`src/rtl/ram_port_arbiter_pkg.sv`:
```
// Shared widths, depth and response-tag type for the grid RAM port arbiter.
package ram_port_arbiter_pkg;

    localparam int unsigned DATA_WIDTH    = 16;
    localparam int unsigned ADDRESS_WIDTH = 12;
    localparam int unsigned GRID_DEPTH    = 2500;
    localparam int unsigned NUM_REQ_DEF   = 3;
    localparam int unsigned IDX_W         = 3;

    typedef logic [IDX_W-1:0] req_idx_t;

    // Tag of the access granted last cycle, used to route the RAM read data.
    typedef struct packed {
        logic     is_read;
        logic     err;
        req_idx_t idx;
    } rsp_tag_t;

    function automatic req_idx_t next_ptr(input req_idx_t idx, input int unsigned n);
        int unsigned w_nxt;
        w_nxt = 32'(idx) + 32'd1;
        return (w_nxt >= n) ? '0 : IDX_W'(w_nxt);
    endfunction

endpackage

```
`src/rtl/ram_port_arbiter_if.sv`:
```
// Requester-side bus: packed per-requester requests plus the shared read response.
interface ram_port_arbiter_if
    import ram_port_arbiter_pkg::*;
#(
    parameter int unsigned NUM_REQ = NUM_REQ_DEF,
    parameter int unsigned DW      = DATA_WIDTH,
    parameter int unsigned AW      = ADDRESS_WIDTH
);
    logic [NUM_REQ-1:0]    req_valid;
    logic [NUM_REQ-1:0]    req_we;
    logic [NUM_REQ*AW-1:0] req_addr;
    logic [NUM_REQ*DW-1:0] req_wdata;
    logic [NUM_REQ-1:0]    req_ready;
    logic [NUM_REQ-1:0]    rsp_valid;
    logic [DW-1:0]         rsp_data;
    logic                  rsp_err;

    modport master (
        output req_valid, req_we, req_addr, req_wdata,
        input  req_ready, rsp_valid, rsp_data, rsp_err
    );

    modport slave (
        input  req_valid, req_we, req_addr, req_wdata,
        output req_ready, rsp_valid, rsp_data, rsp_err
    );
endinterface

```
`src/rtl/ram_port_arbiter_rr_arbiter.sv`:
```
// Round-robin search: first set request at or after the pointer, wrapping.
module ram_port_arbiter_rr_arbiter
    import ram_port_arbiter_pkg::*;
#(
    parameter int unsigned NUM_REQ = NUM_REQ_DEF
) (
    input  logic [NUM_REQ-1:0] i_req,
    input  req_idx_t           i_ptr,
    output logic [NUM_REQ-1:0] o_grant_c,
    output req_idx_t           o_idx_c,
    output logic               o_any_c
);

    // Outer loop is search distance from the pointer, so the first hit wins.
    always_comb begin
        o_grant_c = '0;
        o_idx_c   = '0;
        o_any_c   = 1'b0;
        for (int unsigned k = 0; k < NUM_REQ; k++) begin
            for (int unsigned c = 0; c < NUM_REQ; c++) begin
                if (!o_any_c && i_req[c] && (((32'(i_ptr) + k) % NUM_REQ) == c)) begin
                    o_grant_c[c] = 1'b1;
                    o_idx_c      = IDX_W'(c);
                    o_any_c      = 1'b1;
                end
            end
        end
    end

endmodule

```
`src/rtl/ram_port_arbiter.sv`:
```
// Shares one single-port, 1-cycle-latency grid RAM between NUM_REQ requesters.
module ram_port_arbiter
    import ram_port_arbiter_pkg::*;
#(
    parameter int unsigned NUM_REQ = NUM_REQ_DEF,
    parameter int unsigned DEPTH   = GRID_DEPTH
) (
    input  logic                     clk,
    input  logic                     rst_n,
    ram_port_arbiter_if.slave        bus,
    output logic [ADDRESS_WIDTH-1:0] ram_addr,
    output logic [DATA_WIDTH-1:0]    ram_data_in,
    output logic                     ram_write_en,
    input  logic [DATA_WIDTH-1:0]    ram_data_out,
    output logic                     busy
);

    logic [NUM_REQ-1:0]       w_grant_raw;
    logic [NUM_REQ-1:0]       w_grant;
    req_idx_t                 w_idx;
    logic                     w_any_raw;
    logic                     w_any;
    logic [ADDRESS_WIDTH-1:0] w_addr;
    logic [DATA_WIDTH-1:0]    w_wdata;
    logic                     w_we;
    logic                     w_in_range;
    logic [NUM_REQ-1:0]       w_rsp_valid;

    req_idx_t                 r_rr_ptr;
    logic [ADDRESS_WIDTH-1:0] r_last_addr;
    rsp_tag_t                 r_tag;

    ram_port_arbiter_rr_arbiter #(
        .NUM_REQ (NUM_REQ)
    ) u_rr_arbiter (
        .i_req     (bus.req_valid),
        .i_ptr     (r_rr_ptr),
        .o_grant_c (w_grant_raw),
        .o_idx_c   (w_idx),
        .o_any_c   (w_any_raw)
    );

    // No grant may leak out while reset is asserted.
    assign w_grant = rst_n ? w_grant_raw : '0;
    assign w_any   = rst_n & w_any_raw;

    // One-hot grant selects the active requester's slice.
    always_comb begin
        w_addr  = '0;
        w_wdata = '0;
        w_we    = 1'b0;
        for (int unsigned i = 0; i < NUM_REQ; i++) begin
            if (w_grant[i]) begin
                w_addr  = bus.req_addr[i*ADDRESS_WIDTH +: ADDRESS_WIDTH];
                w_wdata = bus.req_wdata[i*DATA_WIDTH +: DATA_WIDTH];
                w_we    = bus.req_we[i];
            end
        end
    end

    assign w_in_range = (32'(w_addr) < DEPTH);

    assign bus.req_ready = w_grant;
    assign ram_addr      = w_any ? w_addr : r_last_addr;
    assign ram_data_in   = w_wdata;
    assign ram_write_en  = w_any & w_we & w_in_range;

    always_ff @(posedge clk or negedge rst_n) begin
        if (!rst_n) begin
            r_rr_ptr    <= '0;
            r_last_addr <= '0;
            r_tag       <= '0;
        end else begin
            if (w_any) begin
                r_rr_ptr    <= next_ptr(w_idx, NUM_REQ);
                r_last_addr <= w_addr;
            end
            r_tag.is_read <= w_any & ~w_we;
            r_tag.err     <= w_any & ~w_we & ~w_in_range;
            r_tag.idx     <= w_idx;
        end
    end

    // Response routing: RAM data lands one cycle after the read grant.
    always_comb begin
        w_rsp_valid = '0;
        for (int unsigned i = 0; i < NUM_REQ; i++) begin
            w_rsp_valid[i] = r_tag.is_read && (r_tag.idx == IDX_W'(i));
        end
    end

    assign bus.rsp_valid = w_rsp_valid;
    assign bus.rsp_data  = (r_tag.is_read && !r_tag.err) ? ram_data_out : '0;
    assign bus.rsp_err   = r_tag.is_read & r_tag.err;
    assign busy          = (|bus.req_valid) | (|w_rsp_valid);

endmodule

```
`src/flat_wrapper.sv`:
```
// flat-port wrapper written by rule: the top's interface ports become plain ports
module ram_port_arbiter_flat import ram_port_arbiter_pkg::*;
#(
    parameter int unsigned NUM_REQ = NUM_REQ_DEF,
    parameter int unsigned DEPTH   = GRID_DEPTH
)
  (clk, rst_n, ram_addr, ram_data_in, ram_write_en, ram_data_out, busy, bus_req_valid, bus_req_we, bus_req_addr, bus_req_wdata, bus_req_ready, bus_rsp_valid, bus_rsp_data, bus_rsp_err);
  ram_port_arbiter_if #(.NUM_REQ(NUM_REQ), .DW(DATA_WIDTH), .AW(ADDRESS_WIDTH)) bus_i ();
  input  logic clk;
  input  logic rst_n;
  output logic [ADDRESS_WIDTH-1:0] ram_addr;
  output logic [DATA_WIDTH-1:0] ram_data_in;
  output logic ram_write_en;
  input  logic [DATA_WIDTH-1:0] ram_data_out;
  output logic busy;
  input wire logic [$bits(bus_i.req_valid)-1:0] bus_req_valid;
  input wire logic [$bits(bus_i.req_we)-1:0] bus_req_we;
  input wire logic [$bits(bus_i.req_addr)-1:0] bus_req_addr;
  input wire logic [$bits(bus_i.req_wdata)-1:0] bus_req_wdata;
  output wire logic [$bits(bus_i.req_ready)-1:0] bus_req_ready;
  output wire logic [$bits(bus_i.rsp_valid)-1:0] bus_rsp_valid;
  output wire logic [$bits(bus_i.rsp_data)-1:0] bus_rsp_data;
  output wire logic [$bits(bus_i.rsp_err)-1:0] bus_rsp_err;
  assign bus_i.req_valid = bus_req_valid;
  assign bus_i.req_we = bus_req_we;
  assign bus_i.req_addr = bus_req_addr;
  assign bus_i.req_wdata = bus_req_wdata;
  assign bus_req_ready = bus_i.req_ready;
  assign bus_rsp_valid = bus_i.rsp_valid;
  assign bus_rsp_data = bus_i.rsp_data;
  assign bus_rsp_err = bus_i.rsp_err;
  ram_port_arbiter #(.NUM_REQ(NUM_REQ), .DEPTH(DEPTH)) u_core (.clk(clk), .rst_n(rst_n), .bus(bus_i), .ram_addr(ram_addr), .ram_data_in(ram_data_in), .ram_write_en(ram_write_en), .ram_data_out(ram_data_out), .busy(busy));
endmodule
```
`config.mk`:
```
export PLATFORM = sky130hd
export DESIGN_NAME = ram_port_arbiter_flat
export DESIGN_NICKNAME = d
export VERILOG_FILES = /design/src/rtl/ram_port_arbiter_pkg.sv /design/src/rtl/ram_port_arbiter_if.sv /design/src/rtl/ram_port_arbiter_rr_arbiter.sv /design/src/rtl/ram_port_arbiter.sv /design/src/flat_wrapper.sv
export SDC_FILE = /design/constraint.sdc
export NUM_CORES = 1
export LEC_CHECK = 0
export BUFFER_PORTS_ARGS = -buffer_cell sky130_fd_sc_hd__buf_2
export CAP_MARGIN = 20
export CORE_MARGIN = 3
export CORE_UTILIZATION = 45
export CTS_CLUSTER_SIZE = 10
export DETAILED_ROUTE_END_ITERATION = 12
export GPL_TIMING_DRIVEN = 0
export PLACE_DENSITY = 0.78
export SLEW_MARGIN = 20
export SYNTH_ARGS = -nofsm -noshare
export SYNTH_HDL_FRONTEND = slang
export SYNTH_HIERARCHICAL = 1
export SYNTH_SLANG_ARGS = --single-unit
```
`constraint.sdc`:
```
create_clock -name clk -period 7.5 [get_ports clk]
set_input_delay 1.5 -clock clk [delete_from_list [all_inputs] [get_ports clk]]
set_output_delay 1.5 -clock clk [all_outputs]
set_load 0.05 [all_outputs]
```
==> flow_summary.yaml <==
routing:
  viasPerCell: 5.75
  drc: 0
  drt-total-wl_mm: 10.1
  wl_per_cell_um: 16.4
  dr.pass1.iters: 5
  vias: 3529
  drtAntennaViolNets: 0
  drt_iter0_drc: 159
yosys:
  yosys.area.top_type: "dfrtp_1"
  yosysWarnings: 6
  synth_edf_count: 0
  synth_async_sr_flop_share_pct: 100
  yosys.area.top_type_share_pct: 16.9
  ys_seq_area_share_pct: 16.9
  ys.flop_type: "dfrtp_1"
  synthTopCellsByCount: "a21oi_1 (33), nor2_1 (28), nand2_1 (22)"
  synth.avg_cell_area_sq_um: 8.00
  synth_area_leaders: "dfrtp_1 (17%), ha_1 (8.9%), a21oi_1 (5.6%)"
  yosys.cell_count.top_type: "a21oi_1"
  syn_inst: 370
  synth_cell_types: 78
  syn_area_sq_mm: 0.00296
  synth_fp_nets: 499
  synth_seq_cells: 20
timing:
  fin_crit_sh_pct: 96.3
  min_period_ps: 7220
  skew_ps: 3.09
  setup_viol: 0
  max_slew.worst_pin.slew_ps: 881
  hold_viol: 0
  final_max_slew_viol_count: 0
  max_freq_mhz: 138
  max-slew-margin-rel_pct: 40.5
floorplan:
  rows: 28
  die_area_sq_mm: 0.00759
  initial_core_util_pct: 48.3
  ioPinCount: 161
  fp.dieW_um: 87.1
  coreArea_sq_mm: 0.00613
  die_y_um: 87.1
critical_path:
  critPathKind: "reg -> out"
  path_max_fanout: 10
  cp.required_ps: 6000
  worst_setup_path_start_kind: "flip-flop"
  arrival_ps: 5720
  end_kind: "primary output"
global_routing:
  grt_antenna_before_repair: 0
  grt_pass1_vias: 3287
  grt_overflow: 0
  grt_pass1_wl_mm: 15.2
  grt_usage_pct: 24.3
  grt_max_degree: 22
cells_and_area:
  drive_above_1_share_pct: 44.2
  final_cell_area_sq_mm: 0.00406
  instances_no_fill: 614
  antennaDiodeCount: 0
  multi_input_area_sq_mm: 0.00228
  seqCellArea_sq_um: 504
  area_growth_pct: 36.9
  nets: 669
  fillers: 547
place:
  dp_cells: 605
  gp_congestion: 0.864
  io_buffer_count: 160
  place_area_sq_mm: 0.00386
  dp.final_hpwl_mm: 8.09
clocking:
  root_buffer: "clkbuf_8"
  clkTransAtPathRegs_ps: 70
  h-tree-depth: 1
  insertion_delay_ps: 260
  cts_tree: "done"
  clockBufferDepth: 2
  cts_sinks: 20
  cts_buffers: 3
status:
  status: "completed"
hold_path:
  hp-class: "reg -> reg"
run:
  drv_cap: 0
==> cells by family (layout without fill, tap and decap cells) <==
group / Yosys count / count (layout) / share of synthesized area [%]
AO/OA/AOI/OAI: 133 / 133 / 34.3
flip-flops: 20 / 20 / 16.9
other: 1 / 1 / 0.127
adder cells (fa/ha/maj): 21 / 21 / 8.87
AND/OR/NAND/NOR: 130 / 130 / 24.5
XOR/XNOR: 8 / 8 / 2.37
multiplexers: 11 / 11 / 4.10
buffers and inverters: 46 / 215 / 8.83
==> timing repair <==
| action | 4_1_cts | 5_1_grt |
|---|---|---|
| hold endpoints to repair | 0 | 0 |
| pin swaps | 0 | 2 |
| buffers inserted | 0 | 5 |
| hold buffers | 0 | 0 |
| gates resized for setup | 4 | 15 |
| endpoints found under the setup margin | 29 | 31 |
==> worst max-delay path, stage by stage (launching register included) <==
cell	delay, ps
dfrtp_2	450
buf_6	180
buf_6	150
inv_1	60
ha_1	380
ha_1	280
ha_1	190
clkbuf_2	200
o31ai_1	410
o22ai_2	150
inv_2	90
ha_2	270
nand3b_1	120
o211ai_1	190
a21o_1	120
and3_1	210
a211oi_4	80
o21a_2	190
o41ai_2	350
buf_4	210
inv_2	40
buf_2	200
a2bb2oi_4	180
o221ai_1	210
nand4_1	140
a21oi_2	170
buf_4	220
==> worst paths after layout <==
kind | start | endpoint | slack, ps | cells after the start
setup / recovery | u_core/r_rr_ptr[0] | ram_write_en | 280 | 26
hold / removal | u_core/r_last_addr[8] | u_core/r_last_addr[8] | 480 | 2
setup reg to reg | u_core/r_rr_ptr[0] | u_core/r_rr_ptr[1] | 2110 | 22
hold reg to reg | u_core/r_last_addr[8] | u_core/r_last_addr[8] | 480 | 2
max in group asynchronous | rst_n | u_core/r_rr_ptr[2] | 5970 | 1
min in group asynchronous | rst_n | u_core/r_last_addr[10] | 1180 | 1
==> placed cells by master (no fill, tap or decap), drive strengths merged, types with 8 or more instances in the layout <==
cell type / n
nand2: 23
a21oi: 38
inv: 23
and2: 22
ha: 21
mux2: 9
dfrtp: 20
clkbuf: 8
o21ai: 15
nor2: 28
a31oi: 10
nand3b: 12
nand3: 11
buf: 183
a22oi: 18
==> metrics by stage <==
stage | setup slack (ps) | hold WS [ps] | util, % | setup TNS (ps)
6_report | 276 | 477 | 66.1 | 0
5_1_grt | -39.3 | 511 | 66.1 | -80.9
4_1_cts | 48.1 | 480 | 64.6 | 0
3_5_place_dp | -138 | 462 | 63.0 | -252
3_3_place_gp | -467 | 465 | 62.9 | -5920
2_1_floorplan | 164 | 567 | - | 0
==> final cells by class <==
cell class              count  area share [%]
flip-flops and latches     20            12.4
clock buffers               3            1.02
multi-input cells         304            56.2
repair buffers            165            20.8
plain buffers              23            4.35
inverters                  23            2.13
clock inverters             1           0.741
well taps                  75            2.31
==> state kept, by name (all words and copies together) (netlist names) <==
register            cells
u_core/r_last_addr     12
u_core/r_tag            5
u_core/r_rr_ptr         3
==> layer usage <==
| layer | share of wire (%) | up-vias | GRT usage [%] |
|---|---|---|---|
| met3 | 5.4 | 11 | 1.42 |
| met4 | 1.2 | 0 | 4.32 |
| met5 | 0 | - | 0 |
| li1 | - | 1710 | - |
| met2 | 52 | 142 | 43.9 |
| met1 | 42 | 1666 | 32.2 |
Power is not shown: default switching activity piles up to over one toggle a cycle in this logic, so the estimate is an artifact.
